`config.mk`:
```
export PLATFORM = sky130hd
export DESIGN_NAME = move_dispatcher
export DESIGN_NICKNAME = d
export VERILOG_FILES = /design/src/rtl/move_dispatcher.sv
export SDC_FILE = /design/constraint.sdc
export NUM_CORES = 1
export LEC_CHECK = 0
export CAP_MARGIN = 20
export CORE_UTILIZATION = 40
export DETAILED_ROUTE_END_ITERATION = 8
export PLACE_DENSITY_LB_ADDON = 0.15
export SYNTH_ARGS = -nofsm -noshare
export SYNTH_HDL_FRONTEND = slang
export SYNTH_SLANG_ARGS = --single-unit
```
`constraint.sdc`:
```
create_clock -name clk -period 5 [get_ports clk]
set_input_delay 1.5 -clock clk [delete_from_list [all_inputs] [get_ports clk]]
set_output_delay 1.5 -clock clk [all_outputs]
set_load 0.01 [all_outputs]
```
`src/rtl/move_dispatcher.sv`:
```
// move_dispatcher: queues 4-bit solver moves and issues one registered cw/ccw pulse per move, then waits
// for the synchronised Arduino done edge and a fixed gap; DISPATCH_TIMEOUT_EN adds a WAIT_DONE watchdog.
module move_dispatcher #(
  parameter int N_FACES        = 6,
  parameter int DEPTH          = 16,
  parameter int PULSE_CYCLES   = 100,
  parameter int GAP_CYCLES     = 50,
  parameter int TIMEOUT_CYCLES = 100000
) (
  input  logic               clk,
  input  logic               rst,
  input  logic               move_valid,
  input  logic [3:0]         move_code,
  output logic               move_ready,
  output logic [N_FACES-1:0] cw,
  output logic [N_FACES-1:0] ccw,
  input  logic               motor_done,
  output logic               busy,
  output logic               err_code,
  output logic               err_timeout,
  output logic [15:0]        moves_done
);

  localparam int AW      = $clog2(DEPTH);
  localparam int MAX_PG  = (PULSE_CYCLES > GAP_CYCLES) ? PULSE_CYCLES : GAP_CYCLES;
  localparam int MAX_CNT = (MAX_PG > TIMEOUT_CYCLES) ? MAX_PG : TIMEOUT_CYCLES;
  localparam int CNT_W   = $clog2(MAX_CNT + 1);

  typedef enum logic [1:0] {
    IDLE      = 2'd0,
    PULSE     = 2'd1,
    WAIT_DONE = 2'd2,
    GAP       = 2'd3
  } state_t;

  state_t             state_q, state_d;
  logic [CNT_W-1:0]   cnt_q, cnt_d;
  logic [2:0]         face_q, face_d;
  logic               dir_q, dir_d;
  logic [N_FACES-1:0] cw_q, cw_d, ccw_q, ccw_d;
  logic               busy_q, busy_d;
  logic               err_code_q, err_code_d;
  logic [15:0]        moves_q, moves_d;
  logic               sync1_q, sync2_q, done_prev_q, done_rise;

  logic [3:0]         mem_q [DEPTH];
  logic [AW-1:0]      wr_ptr_q, rd_ptr_q;
  logic [AW:0]        count_q;
  logic               full, empty, push, pop, head_bad;
  logic [3:0]         head;

  assign full       = (count_q == (AW+1)'(DEPTH));
  assign empty      = (count_q == '0);
  assign push       = move_valid && !full;
  assign move_ready = !full;
  assign head       = mem_q[rd_ptr_q];
  assign head_bad   = (32'(head[2:0]) >= N_FACES);

  always_ff @(posedge clk) begin
    if (push) mem_q[wr_ptr_q] <= move_code;
  end

  always_ff @(posedge clk) begin
    if (rst) begin
      wr_ptr_q <= '0;
      rd_ptr_q <= '0;
      count_q  <= '0;
    end else begin
      if (push) wr_ptr_q <= wr_ptr_q + AW'(1);
      if (pop)  rd_ptr_q <= rd_ptr_q + AW'(1);
      case ({push, pop})
        2'b10:   count_q <= count_q + (AW+1)'(1);
        2'b01:   count_q <= count_q - (AW+1)'(1);
        default: count_q <= count_q;
      endcase
    end
  end

  // motor_done is asynchronous: two flops, then a free-running rising-edge detector
  always_ff @(posedge clk) begin
    if (rst) begin
      sync1_q     <= 1'b0;
      sync2_q     <= 1'b0;
      done_prev_q <= 1'b0;
    end else begin
      sync1_q     <= motor_done;
      sync2_q     <= sync1_q;
      done_prev_q <= sync2_q;
    end
  end

  assign done_rise = sync2_q && !done_prev_q;

  always_ff @(posedge clk) begin
    if (rst) state_q <= IDLE;
    else     state_q <= state_d;
  end

`ifdef DISPATCH_TIMEOUT_EN
  logic err_to_q, err_to_d;
`endif

  always_comb begin
    state_d    = state_q;
    cnt_d      = cnt_q;
    pop        = 1'b0;
    face_d     = face_q;
    dir_d      = dir_q;
    err_code_d = err_code_q;
    moves_d    = moves_q;
`ifdef DISPATCH_TIMEOUT_EN
    err_to_d   = err_to_q;
`endif
    case (state_q)
      IDLE: begin
        if (!empty) begin
          pop = 1'b1;
          if (head_bad) begin
            err_code_d = 1'b1;
          end else begin
            face_d  = head[2:0];
            dir_d   = head[3];
            cnt_d   = CNT_W'(PULSE_CYCLES);
            state_d = PULSE;
          end
        end
      end
      PULSE: begin
        cnt_d = cnt_q - CNT_W'(1);
        if (cnt_q == CNT_W'(1)) begin
          state_d = WAIT_DONE;
`ifdef DISPATCH_TIMEOUT_EN
          cnt_d   = CNT_W'(TIMEOUT_CYCLES);
`endif
        end
      end
      WAIT_DONE: begin
        if (done_rise) begin
          moves_d = moves_q + 16'd1;
          cnt_d   = CNT_W'(GAP_CYCLES);
          state_d = GAP;
        end
`ifdef DISPATCH_TIMEOUT_EN
        else if (cnt_q == CNT_W'(1)) begin
          err_to_d = 1'b1;
          cnt_d    = CNT_W'(GAP_CYCLES);
          state_d  = GAP;
        end else begin
          cnt_d = cnt_q - CNT_W'(1);
        end
`endif
      end
      GAP: begin
        cnt_d = cnt_q - CNT_W'(1);
        if (cnt_q == CNT_W'(1)) state_d = IDLE;
      end
      default: state_d = IDLE;
    endcase
  end

  // Command lines are decoded from the current state and registered, so they trail PULSE by one edge
  always_comb begin
    cw_d   = '0;
    ccw_d  = '0;
    busy_d = (state_q != IDLE) || !empty;
    if (state_q == PULSE) begin
      if (dir_q) ccw_d = N_FACES'(1) << face_q;
      else       cw_d  = N_FACES'(1) << face_q;
    end
  end

  always_ff @(posedge clk) begin
    if (rst) begin
      cnt_q      <= '0;
      face_q     <= '0;
      dir_q      <= 1'b0;
      cw_q       <= '0;
      ccw_q      <= '0;
      busy_q     <= 1'b0;
      err_code_q <= 1'b0;
      moves_q    <= '0;
    end else begin
      cnt_q      <= cnt_d;
      face_q     <= face_d;
      dir_q      <= dir_d;
      cw_q       <= cw_d;
      ccw_q      <= ccw_d;
      busy_q     <= busy_d;
      err_code_q <= err_code_d;
      moves_q    <= moves_d;
    end
  end

`ifdef DISPATCH_TIMEOUT_EN
  always_ff @(posedge clk) begin
    if (rst) err_to_q <= 1'b0;
    else     err_to_q <= err_to_d;
  end
  assign err_timeout = err_to_q;
`else
  assign err_timeout = 1'b0;
`endif

  assign cw         = cw_q;
  assign ccw        = ccw_q;
  assign busy       = busy_q;
  assign err_code   = err_code_q;
  assign moves_done = moves_q;

endmodule

```
==> results of run 1 <==
[critical path, cell delays in order]
cell and delay [ns]:
sky130_fd_sc_hd__clkdlybuf4s50_1 0.47, sky130_fd_sc_hd__inv_1 0.06, sky130_fd_sc_hd__a21oi_1 0.12, sky130_fd_sc_hd__buf_4 0.19, sky130_fd_sc_hd__inv_1 0.07, sky130_fd_sc_hd__ha_1 0.30, sky130_fd_sc_hd__xor2_1 0.18, sky130_fd_sc_hd__ha_1 0.21
sky130_fd_sc_hd__a31oi_1 0.23, sky130_fd_sc_hd__a21bo_2 0.18, sky130_fd_sc_hd__a221oi_1 0.07, sky130_fd_sc_hd__or3_1 0.32, sky130_fd_sc_hd__a21oi_1 0.14
[through the flow]
stage	hold WS (ns)	cell area, µm²	setup WS, ns	instances	total power, mW
2_1_floorplan	0.414	5850	1.63	508	2.43
3_3_place_gp	0.433	6350	0.995	705	2.69
3_5_place_dp	0.448	6350	0.879	705	2.70
4_1_cts	0.461	6970	1.32	737	4.02
5_1_grt	0.475	6970	1.04	737	4.22
6_report	0.459	6970	1.32	737	3.98
[kinds of logic after synthesis]
kind of cell             Yosys count
AO/OA/AOI/OAI                     73
XOR/XNOR                          26
adder cells (fa/ha/maj)           15
buffers and inverters             38
flip-flops                       137
multiplexers                      24
other                              1
AND/OR/NAND/NOR                  194
[cell type report]
class / instances / area share (%)
Sequential cell: 137 / 48.5
Inverter: 13 / 0.700
Tap cell: 180 / 3.23
Clock inverter: 14 / 2.57
Clock buffer: 18 / 6.30
Timing Repair Buffer: 42 / 5.81
Multi-Input combinational cell: 333 / 32.9
[path summary, 6_finish.rpt]
check	from	endpoint	slack (ns)	cells after the start
max	move_valid	count_q[4]	1.32	13
min	cnt_q[1]	cnt_q[1]	0.46	2
max reg2reg	state_q[0]	count_q[4]	1.77	12
min reg2reg	cnt_q[1]	cnt_q[1]	0.46	2
[flip-flops by register name, summed over array words and instances (netlist names), 4 cells and up, named ones only]
| name | count |
|---|---|
| cw | 6 |
| ccw | 6 |
| moves_done | 16 |
| mem_q | 64 |
| wr_ptr_q | 4 |
| count_q | 5 |
| cnt_q | 17 |
| rd_ptr_q | 4 |
[power breakdown]
group | switching (mW) | internal, mW | leakage [nW]
combinational | 0.725 | 0.510 | 0.974
clock | 0.458 | 0.840 | 0.307
sequential | 0.145 | 1.30 | 1.17
total | 1.33 | 2.65 | 2.45
[placed cells by master (no fill, tap or decap), types with 7 or more instances in the layout]
cell	count
sky130_fd_sc_hd__nor3_1	19
sky130_fd_sc_hd__o21ai_0	14
sky130_fd_sc_hd__nand2b_1	8
sky130_fd_sc_hd__nand3_1	9
sky130_fd_sc_hd__inv_1	12
sky130_fd_sc_hd__nand2_1	43
sky130_fd_sc_hd__mux4_2	16
sky130_fd_sc_hd__or3_1	10
sky130_fd_sc_hd__a21oi_1	28
sky130_fd_sc_hd__dfxtp_1	73
sky130_fd_sc_hd__edfxtp_1	64
sky130_fd_sc_hd__nor2b_1	7
sky130_fd_sc_hd__xor2_1	19
sky130_fd_sc_hd__xnor2_1	7
sky130_fd_sc_hd__clkbuf_16	17
sky130_fd_sc_hd__clkdlybuf4s50_1	37
sky130_fd_sc_hd__nand4_1	7
sky130_fd_sc_hd__ha_1	15
sky130_fd_sc_hd__nor2_1	70
[per-layer routing]
layer	part of all wire, %	track usage (%)
met1	48	21.4
met2	47	25.8
met3	3.6	4.84
met4	1.3	6.86
met5	0	0
==> flow_summary.toml, run 1 <==
[run_status]
run_status = "complete, no violations"

[finish]
sequential_cell_area_um2 = 3380
fin_nets = 567
antenna_cells = 0
combined_area_of_the_multi_input_logic_cells_um2 = 2290
drive_gt1_share_pct = 11.5
fillerInstances = 1245
final_core_utilization_pct = 49.5
area.growth.synth_to_final_pct = 19.2

[clock_tree]
cts_inserted_buffers = 17
clk_pin_slew_worst_paths_ns = 0.06
clock-sinks = 137
clk_latency_ns = 0.43
cts_setup_buffers = 0
cts_root_buffer = "sky130_fd_sc_hd__clkbuf_16"
level_count_of_the_clock_h_tree = 4
cts-hold-fix-buffers = 0
cts-resized-gates = 0
max-clock-path-buffers = 2
tritoncts_clock_tree = "built"

[global_route]
grt_pass1_wl_um = 18400
grt_antenna_before_repair = 0
global_router_s_overall_resource_usage_pct = 16.5
via_count_of_the_first_global_routing_pass = 3618
overflow = 0
grt_start_max_net_pins = 51

[synth]
post_synth_xor_area_fraction_pct = 3.89
synth_top_family_by_area = "simple AND/OR/NAND/NOR gates"
netlist_top_cells_count = "sky130_fd_sc_hd__dfxtp_1, sky130_fd_sc_hd__nor2_1, sky130_fd_sc_hd__edfxtp_1"
synth-main-ff-cell = "sky130_fd_sc_hd__dfxtp_1"
synthSimpleGateAreaFrac_pct = 15.8
area_fraction_in_compound_gates_after_synthesis_pct = 8.06
cell_with_the_most_instances_after_synthesis = "sky130_fd_sc_hd__dfxtp_1"
yosys.cell_types.count = 57
synth_largest_type_area_fraction_pct = 32.8
mappedNetlistArea_um2 = 5850
yosysSeqAreaShare_pct = 57.8
synth_area_leader_cell = "sky130_fd_sc_hd__edfxtp_1"
synthAdderAreaFrac_pct = 3.21
synth.mux.area_fraction_pct = 8.08
syn_nets = 531
postSynthRegisterBits = 137
post_synth_inst_count = 508
yosysWarningCount = 0
number_of_enable_type_register_cells_in_the_synthesized_netlist = 64
avgSynthCellArea_um2 = 11.5
netlist_top_cells_area = "sky130_fd_sc_hd__edfxtp_1, sky130_fd_sc_hd__dfxtp_1, sky130_fd_sc_hd__mux4_2"
synthArstFlopShare_pct = 0

[worst_setup_path]
crit_fanout = 11
timing.setup.critical_path_class = "input pin to register"
startpoint_type = "input pin"
endpoint_kind = "register"
crit_arrival_ns = 4.04
cp_data_required_time_ns = 5.36

[floorplanning]
num_io_pins = 40
die_height_um = 123
rows = 43
floorplan.die_area_um2 = 15100
core_area_um2 = 14100
initial_utilization_pct = 41.5
die_w_um = 123

[routing]
drtIter0Drc = 181
routed_via_density = 5.12
post_drt_wl_per_cell_um = 15.3
routed_wl_um = 11200
detail_route.drc_violations = 0
ant_nets = 0
number_of_detailed_routing_iterations_run_before_antenna_repair = 4
num_vias = 3773

[run]
maxCapViolations = 0

[timing]
maxSlewHeadroom_pct = 44.9
timing_max_transition_violations_final = 0
finalCriticalPeriod_ns = 3.68
rsz0062_at_grt = "no"
hold_viol = 0
min_period_over_period_pct = 73.7
fin_setup_tns_ns = 0
skew_ns = 0.0189
pin_slew_with_the_least_headroom_to_its_limit_ns = 0.825
max_freq_mhz = 271
finalSetupViolCount = 0

[place]
final_weighted_congestion_in_routability_driven_placement = 0.773
dpl.hpwl_um = 7800
place.port_buffers = 38

[min_path]
holdCritPathClass = "register to register"

[pwr]
vdd.ir_drop.worst_mv = 0.302
power_leakage_nw = 2.45
power.density_nw_per_um2 = 571
Power figures use the tool's default switching activity.
==> inputs of run 2 (changes only) <==
==> constraint.sdc (replaced) <==
create_clock -name clk -period 3 [get_ports clk]
set_input_delay 0.9 -clock clk [delete_from_list [all_inputs] [get_ports clk]]
set_output_delay 0.9 -clock clk [all_outputs]
set_load 0.01 [all_outputs]
==> run 2 against run 1 <==
Compared with the run above: count of clock-buffer cells in the layout unchanged; critical path depth down 1; register-to-register slack worse by 1.6 ns; sequential power up 64%; routed wire length up 5.2%; combinational power up 89%; utilization up 1.3 points; clock power up 76%.
==> flow_summary.toml, run 2 (same netlist as run 1, synthesis figures left out) <==
[routing]
ant_nets = 0
num_vias = 3920
number_of_detailed_routing_iterations_run_before_antenna_repair = 4
drtIter0Drc = 220
routed_wl_um = 11800
routed_via_density = 5.19
post_drt_wl_per_cell_um = 15.7
detail_route.drc_violations = 0

[clock_tree]
clock-sinks = 137
level_count_of_the_clock_h_tree = 4
max-clock-path-buffers = 2
clk_pin_slew_worst_paths_ns = 0.06
cts_inserted_buffers = 17
cts-hold-fix-buffers = 0
tritoncts_clock_tree = "built"
clk_latency_ns = 0.42
cts_setup_buffers = 0
cts_root_buffer = "sky130_fd_sc_hd__clkbuf_16"
cts-resized-gates = 0

[global_route]
grt_antenna_before_repair = 0
grt_pass1_wl_um = 19500
global_router_s_overall_resource_usage_pct = 17.2
overflow = 0
via_count_of_the_first_global_routing_pass = 3893
grt_start_max_net_pins = 50

[pwr]
p_seq_share_pct = 34.0
power.share.switching_pct = 33.4
clkPwrFrac_pct = 32.7
total_switching_power_mw = 2.34
power_leakage_nw = 2.54
vdd.ir_drop.worst_mv = 0.485
power.density_nw_per_um2 = 979
cell_internal_pwr_mw = 4.66
combinationalPowerShare_pct = 33.2

[finish]
area.growth.synth_to_final_pct = 22.2
largest_register_ffs = 64
drive_gt1_share_pct = 14.1
most_common_cell_after_layout_fill_and_taps_aside = "sky130_fd_sc_hd__dfxtp_1"
fillerInstances = 1249
fin_nets = 585
largest_register = "mem_q"
top_library_cells_by_usage_in_the_layout_fill_and_taps_aside = "sky130_fd_sc_hd__dfxtp_1, sky130_fd_sc_hd__nor2_1, sky130_fd_sc_hd__edfxtp_1, sky130_fd_sc_hd__nand2_1, sky130_fd_sc_hd__clkdlybuf4s50_1"
antenna_cells = 0
fin_area_um2 = 7150

[timing]
pin_slew_with_the_least_headroom_to_its_limit_ns = 0.618
skew_ns = 0.0108
rsz0062_at_grt = "no"
finalCriticalPeriod_ns = 2.80
finalSetupViolCount = 0
max_freq_mhz = 357
min_period_over_period_pct = 93.3
hold_viol = 0
fin_setup_tns_ns = 0
timing_max_transition_violations_final = 0
maxSlewHeadroom_pct = 58.7

[worst_setup_path]
crit_fanout = 4
cp_data_required_time_ns = 3.35
cp_depth = 12
crit_arrival_ns = 3.15
path_cells = "clkdlybuf4s50_1, inv_1, a21oi_1, inv_1, ha_1, xor2_1, ha_1, a31oi_1, a21bo_2, a221oi_1, or3_1, a21oi_1"
timing.setup.critical_path_class = "input pin to register"
startpoint_type = "input pin"
cpPeakStageDelay_ns = 0.46
r2r_cells = 11
critical_path.top_delay_family = "compound AO/OA/AOI/OAI gates"
endpoint_kind = "register"
worst-path-buf-inv = 3
slowest_stage = "sky130_fd_sc_hd__clkdlybuf4s50_1"

[place]
dpl.hpwl_um = 8190
placed_cell_area_um2 = 6500
final_weighted_congestion_in_routability_driven_placement = 0.860
place.port_buffers = 38

[floorplanning]
floorplan.die_area_um2 = 15100
die_w_um = 123
die_height_um = 123
initial_utilization_pct = 41.5
num_io_pins = 40
rows = 43
core_area_um2 = 14100

[run_status]
run_status = "complete, no violations"

[run]
maxCapViolations = 0

[min_path]
holdCritPathClass = "register to register"
worst_hold_stages = 1
-- run 2: cell count changes in the layout (fill, tap and decap cells not counted), sizes merged --
cell      previous run  this run
clkinvlp             1         3
inv                 13        16
clkinv               9         3
bufinv               4         5
buf                  5        23
-- run 2: routing by layer --
metal	part of all wire [%]	vias to the layer above	global-route usage (%)
met3	3.0	21	4.06
met5	0	-	0
met2	47	63	27.2
met4	2.0	0	8.46
met1	48	1903	22.0
li1	-	1933	-
-- run 2: power groups by stage --
stage | clock [mW] | combinational (mW) | sequential [mW]
final | 2.29 | 2.33 | 2.38
after floorplan | 0 | 1.71 | 2.35
after global placement | 0 | 2.27 | 2.41
after detailed placement | 0 | 2.31 | 2.42
after global routing | 2.40 | 2.59 | 2.41
after CTS | 2.32 | 2.33 | 2.38
-- run 2: worst paths after layout --
path	startpoint	to	slack, ns
hold reg to reg	sync1_q	sync2_q	0.46
setup / recovery	move_valid	count_q[4]	0.20
setup reg to reg	count_q[1]	count_q[4]	0.22
hold / removal	sync1_q	sync2_q	0.46
-- run 2: final cells by class --
type	count	area (µm²)	area share (%)
inverter	13	48.8	0.682
multi-input combinational	333	2290	32.0
tap	180	225	3.15
clock buffer	18	429	6.00
sequential	137	3380	47.3
clock inverter	14	220	3.08
timing repair buffer	60	553	7.73
-- run 2: stage by stage --
stage | power, mW | setup WS [ns] | util, % | hold WS (ns) | cells
3_5_place_dp | 4.73 | -0.232 | 46.1 | 0.433 | 723
2_1_floorplan | 4.06 | 0.0494 | - | 0.414 | 508
4_1_cts | 7.03 | 0.206 | 50.7 | 0.459 | 755
3_3_place_gp | 4.68 | -0.179 | 46.1 | 0.443 | 723
6_report | 7.00 | 0.202 | 50.7 | 0.456 | 755
5_1_grt | 7.40 | 0.0468 | 50.7 | 0.485 | 755
==> inputs of run 3 (changes only) <==
--- a/config.mk
+++ b/config.mk
@@ -9,6 +9,7 @@
 export CORE_UTILIZATION = 40
 export DETAILED_ROUTE_END_ITERATION = 8
 export PLACE_DENSITY_LB_ADDON = 0.15
+export SETUP_SLACK_MARGIN = 0.15
 export SYNTH_ARGS = -nofsm -noshare
 export SYNTH_HDL_FRONTEND = slang
 export SYNTH_SLANG_ARGS = --single-unit
==> run 3 against run 2 <==
Compared with the run above: critical endpoint unchanged; combinational power is 6% higher; non-clock buffer count is 7 higher; register-to-register slack better by 0.05 ns; largest power group is now combinational logic.
==> flow_summary.toml, run 3 (same netlist as run 1, synthesis figures left out) <==
[timing]
max_freq_mhz = 366
hold_viol = 0
finalCriticalPeriod_ns = 2.73
timing_max_transition_violations_final = 0
pin_slew_with_the_least_headroom_to_its_limit_ns = 0.587
maxSlewHeadroom_pct = 60.7
rsz0062_at_grt = "no"
fin_setup_tns_ns = 0
skew_ns = 0.00705
final_critical_path_setup_slack_ns = 0.268
finalSetupViolCount = 0
final_hold_slack_ns = 0.445
min_period_over_period_pct = 91.1

[floorplanning]
die_height_um = 123
initial_utilization_pct = 41.5
rows = 43
num_io_pins = 40
core_area_um2 = 14100
floorplan.die_area_um2 = 15100
die_w_um = 123

[routing]
routed_wl_um = 11600
post_drt_wl_per_cell_um = 15.3
detail_route.drc_violations = 0
routed_via_density = 5.13
num_vias = 3912
number_of_detailed_routing_iterations_run_before_antenna_repair = 4
ant_nets = 0
drtIter0Drc = 214

[place]
place.port_buffers = 38
placed_cell_count = 727
post-place-ws_ns = -0.232
final_weighted_congestion_in_routability_driven_placement = 0.829
dpl.hpwl_um = 8160
placed_cell_area_um2 = 6540

[finish]
fin_nets = 592
fillerInstances = 1232
top_library_cells_by_usage_in_the_layout_fill_and_taps_aside = "sky130_fd_sc_hd__dfxtp_1, sky130_fd_sc_hd__nor2_1, sky130_fd_sc_hd__edfxtp_1, sky130_fd_sc_hd__nand2_1, sky130_fd_sc_hd__clkdlybuf4s50_1"
largest_register = "mem_q"
largest_register_ffs = 64
area.growth.synth_to_final_pct = 22.5
combined_area_of_the_multi_input_logic_cells_um2 = 2340
drive_gt1_share_pct = 16.5
antenna_cells = 0
sequential_cell_area_um2 = 3380
fin_area_um2 = 7160
most_common_cell_after_layout_fill_and_taps_aside = "sky130_fd_sc_hd__dfxtp_1"
final_core_utilization_pct = 50.8
instances_no_fill = 762

[clock_tree]
cts_inserted_buffers = 17
max-clock-path-buffers = 2
clock-sinks = 137
tritoncts_clock_tree = "built"
clk_pin_slew_worst_paths_ns = 0.06
cts_root_buffer = "sky130_fd_sc_hd__clkbuf_16"
clk_latency_ns = 0.42
level_count_of_the_clock_h_tree = 4
cts-hold-fix-buffers = 0

[pwr]
vdd.ir_drop.worst_mv = 0.453
totalPowerFinal_mw = 6.83
power.density_nw_per_um2 = 953
power_leakage_nw = 2.54

[run_status]
run_status = "complete, no violations"

[min_path]
holdCritPathClass = "register to register"
hold_sp = "sync1_q"
worst_hold_stages = 1
whs_endpoint = "sync2_q"

[global_route]
via_count_of_the_first_global_routing_pass = 3900
grt_start_max_net_pins = 50
grt_antenna_before_repair = 0
grt_pass1_wl_um = 19600
overflow = 0
global_router_s_overall_resource_usage_pct = 17.4

[worst_setup_path]
r2r_end = "count_q[4]"
cp_data_required_time_ns = 3.35
crit_fanout = 8
crit_arrival_ns = 3.08
timing.setup.critical_path_class = "register to register"
endpoint_kind = "register"
reg2reg_slack_ns = 0.27
startpoint_type = "register"
rr_startpoint = "count_q[1]"
r2r_cells = 11

[run]
maxCapViolations = 0
run 3: report_power, final:
group / total [mW] / internal, mW / leakage [nW] / switching, mW
sequential: 2.39 / 2.17 / 1.17 / 0.211
combinational: 2.46 / 1.11 / 1.11 / 1.35
clock: 1.98 / 1.15 / 0.264 / 0.828
run 3: area by class of cell:
type,count,area share (%)
well taps,180,3.14
multi-input cells,333,32.6
clock inverters,15,1.96
inverters,13,0.681
clock buffers,17,5.94
flip-flops and latches,137,47.2
repair buffers,67,8.45
run 3: worst max-delay path by stage:
| stage | from | end | depth (start not counted) |
|---|---|---|---|
| global route | count_q[1] | count_q[4] | 11 |
| floorplan | count_q[1] | count_q[4] | 13 |
| detailed placement | move_valid | count_q[4] | 12 |
| CTS | count_q[1] | count_q[4] | 11 |
| finish | count_q[1] | count_q[4] | 11 |
| global placement | move_valid | count_q[4] | 12 |
run 3: what timing repair did:
action,4_1_cts,5_1_grt
setup buffers,0,3
setup endpoints to repair,0,3
gates resized for setup,0,6
run 3: metal layers:
metal | GRT usage (%) | vias up | part of all wire, %
li1 | - | 1952 | -
met5 | 0 | - | 0
met2 | 27.4 | 65 | 47
met3 | 4.34 | 24 | 3.1
met1 | 22.3 | 1871 | 47
met4 | 8.69 | 0 | 2.7
run 3: critical path, cell delays in order (launching register included):
cell and delay, ns:
sky130_fd_sc_hd__dfxtp_1 0.41, sky130_fd_sc_hd__or4_4 0.57, sky130_fd_sc_hd__o21ai_4 0.18, sky130_fd_sc_hd__inv_2 0.06, sky130_fd_sc_hd__ha_2 0.20, sky130_fd_sc_hd__xor2_1 0.18
sky130_fd_sc_hd__ha_1 0.23, sky130_fd_sc_hd__a21oi_1 0.06, sky130_fd_sc_hd__o21ai_0 0.22, sky130_fd_sc_hd__a221oi_2 0.11, sky130_fd_sc_hd__or3_1 0.32, sky130_fd_sc_hd__a21oi_1 0.14
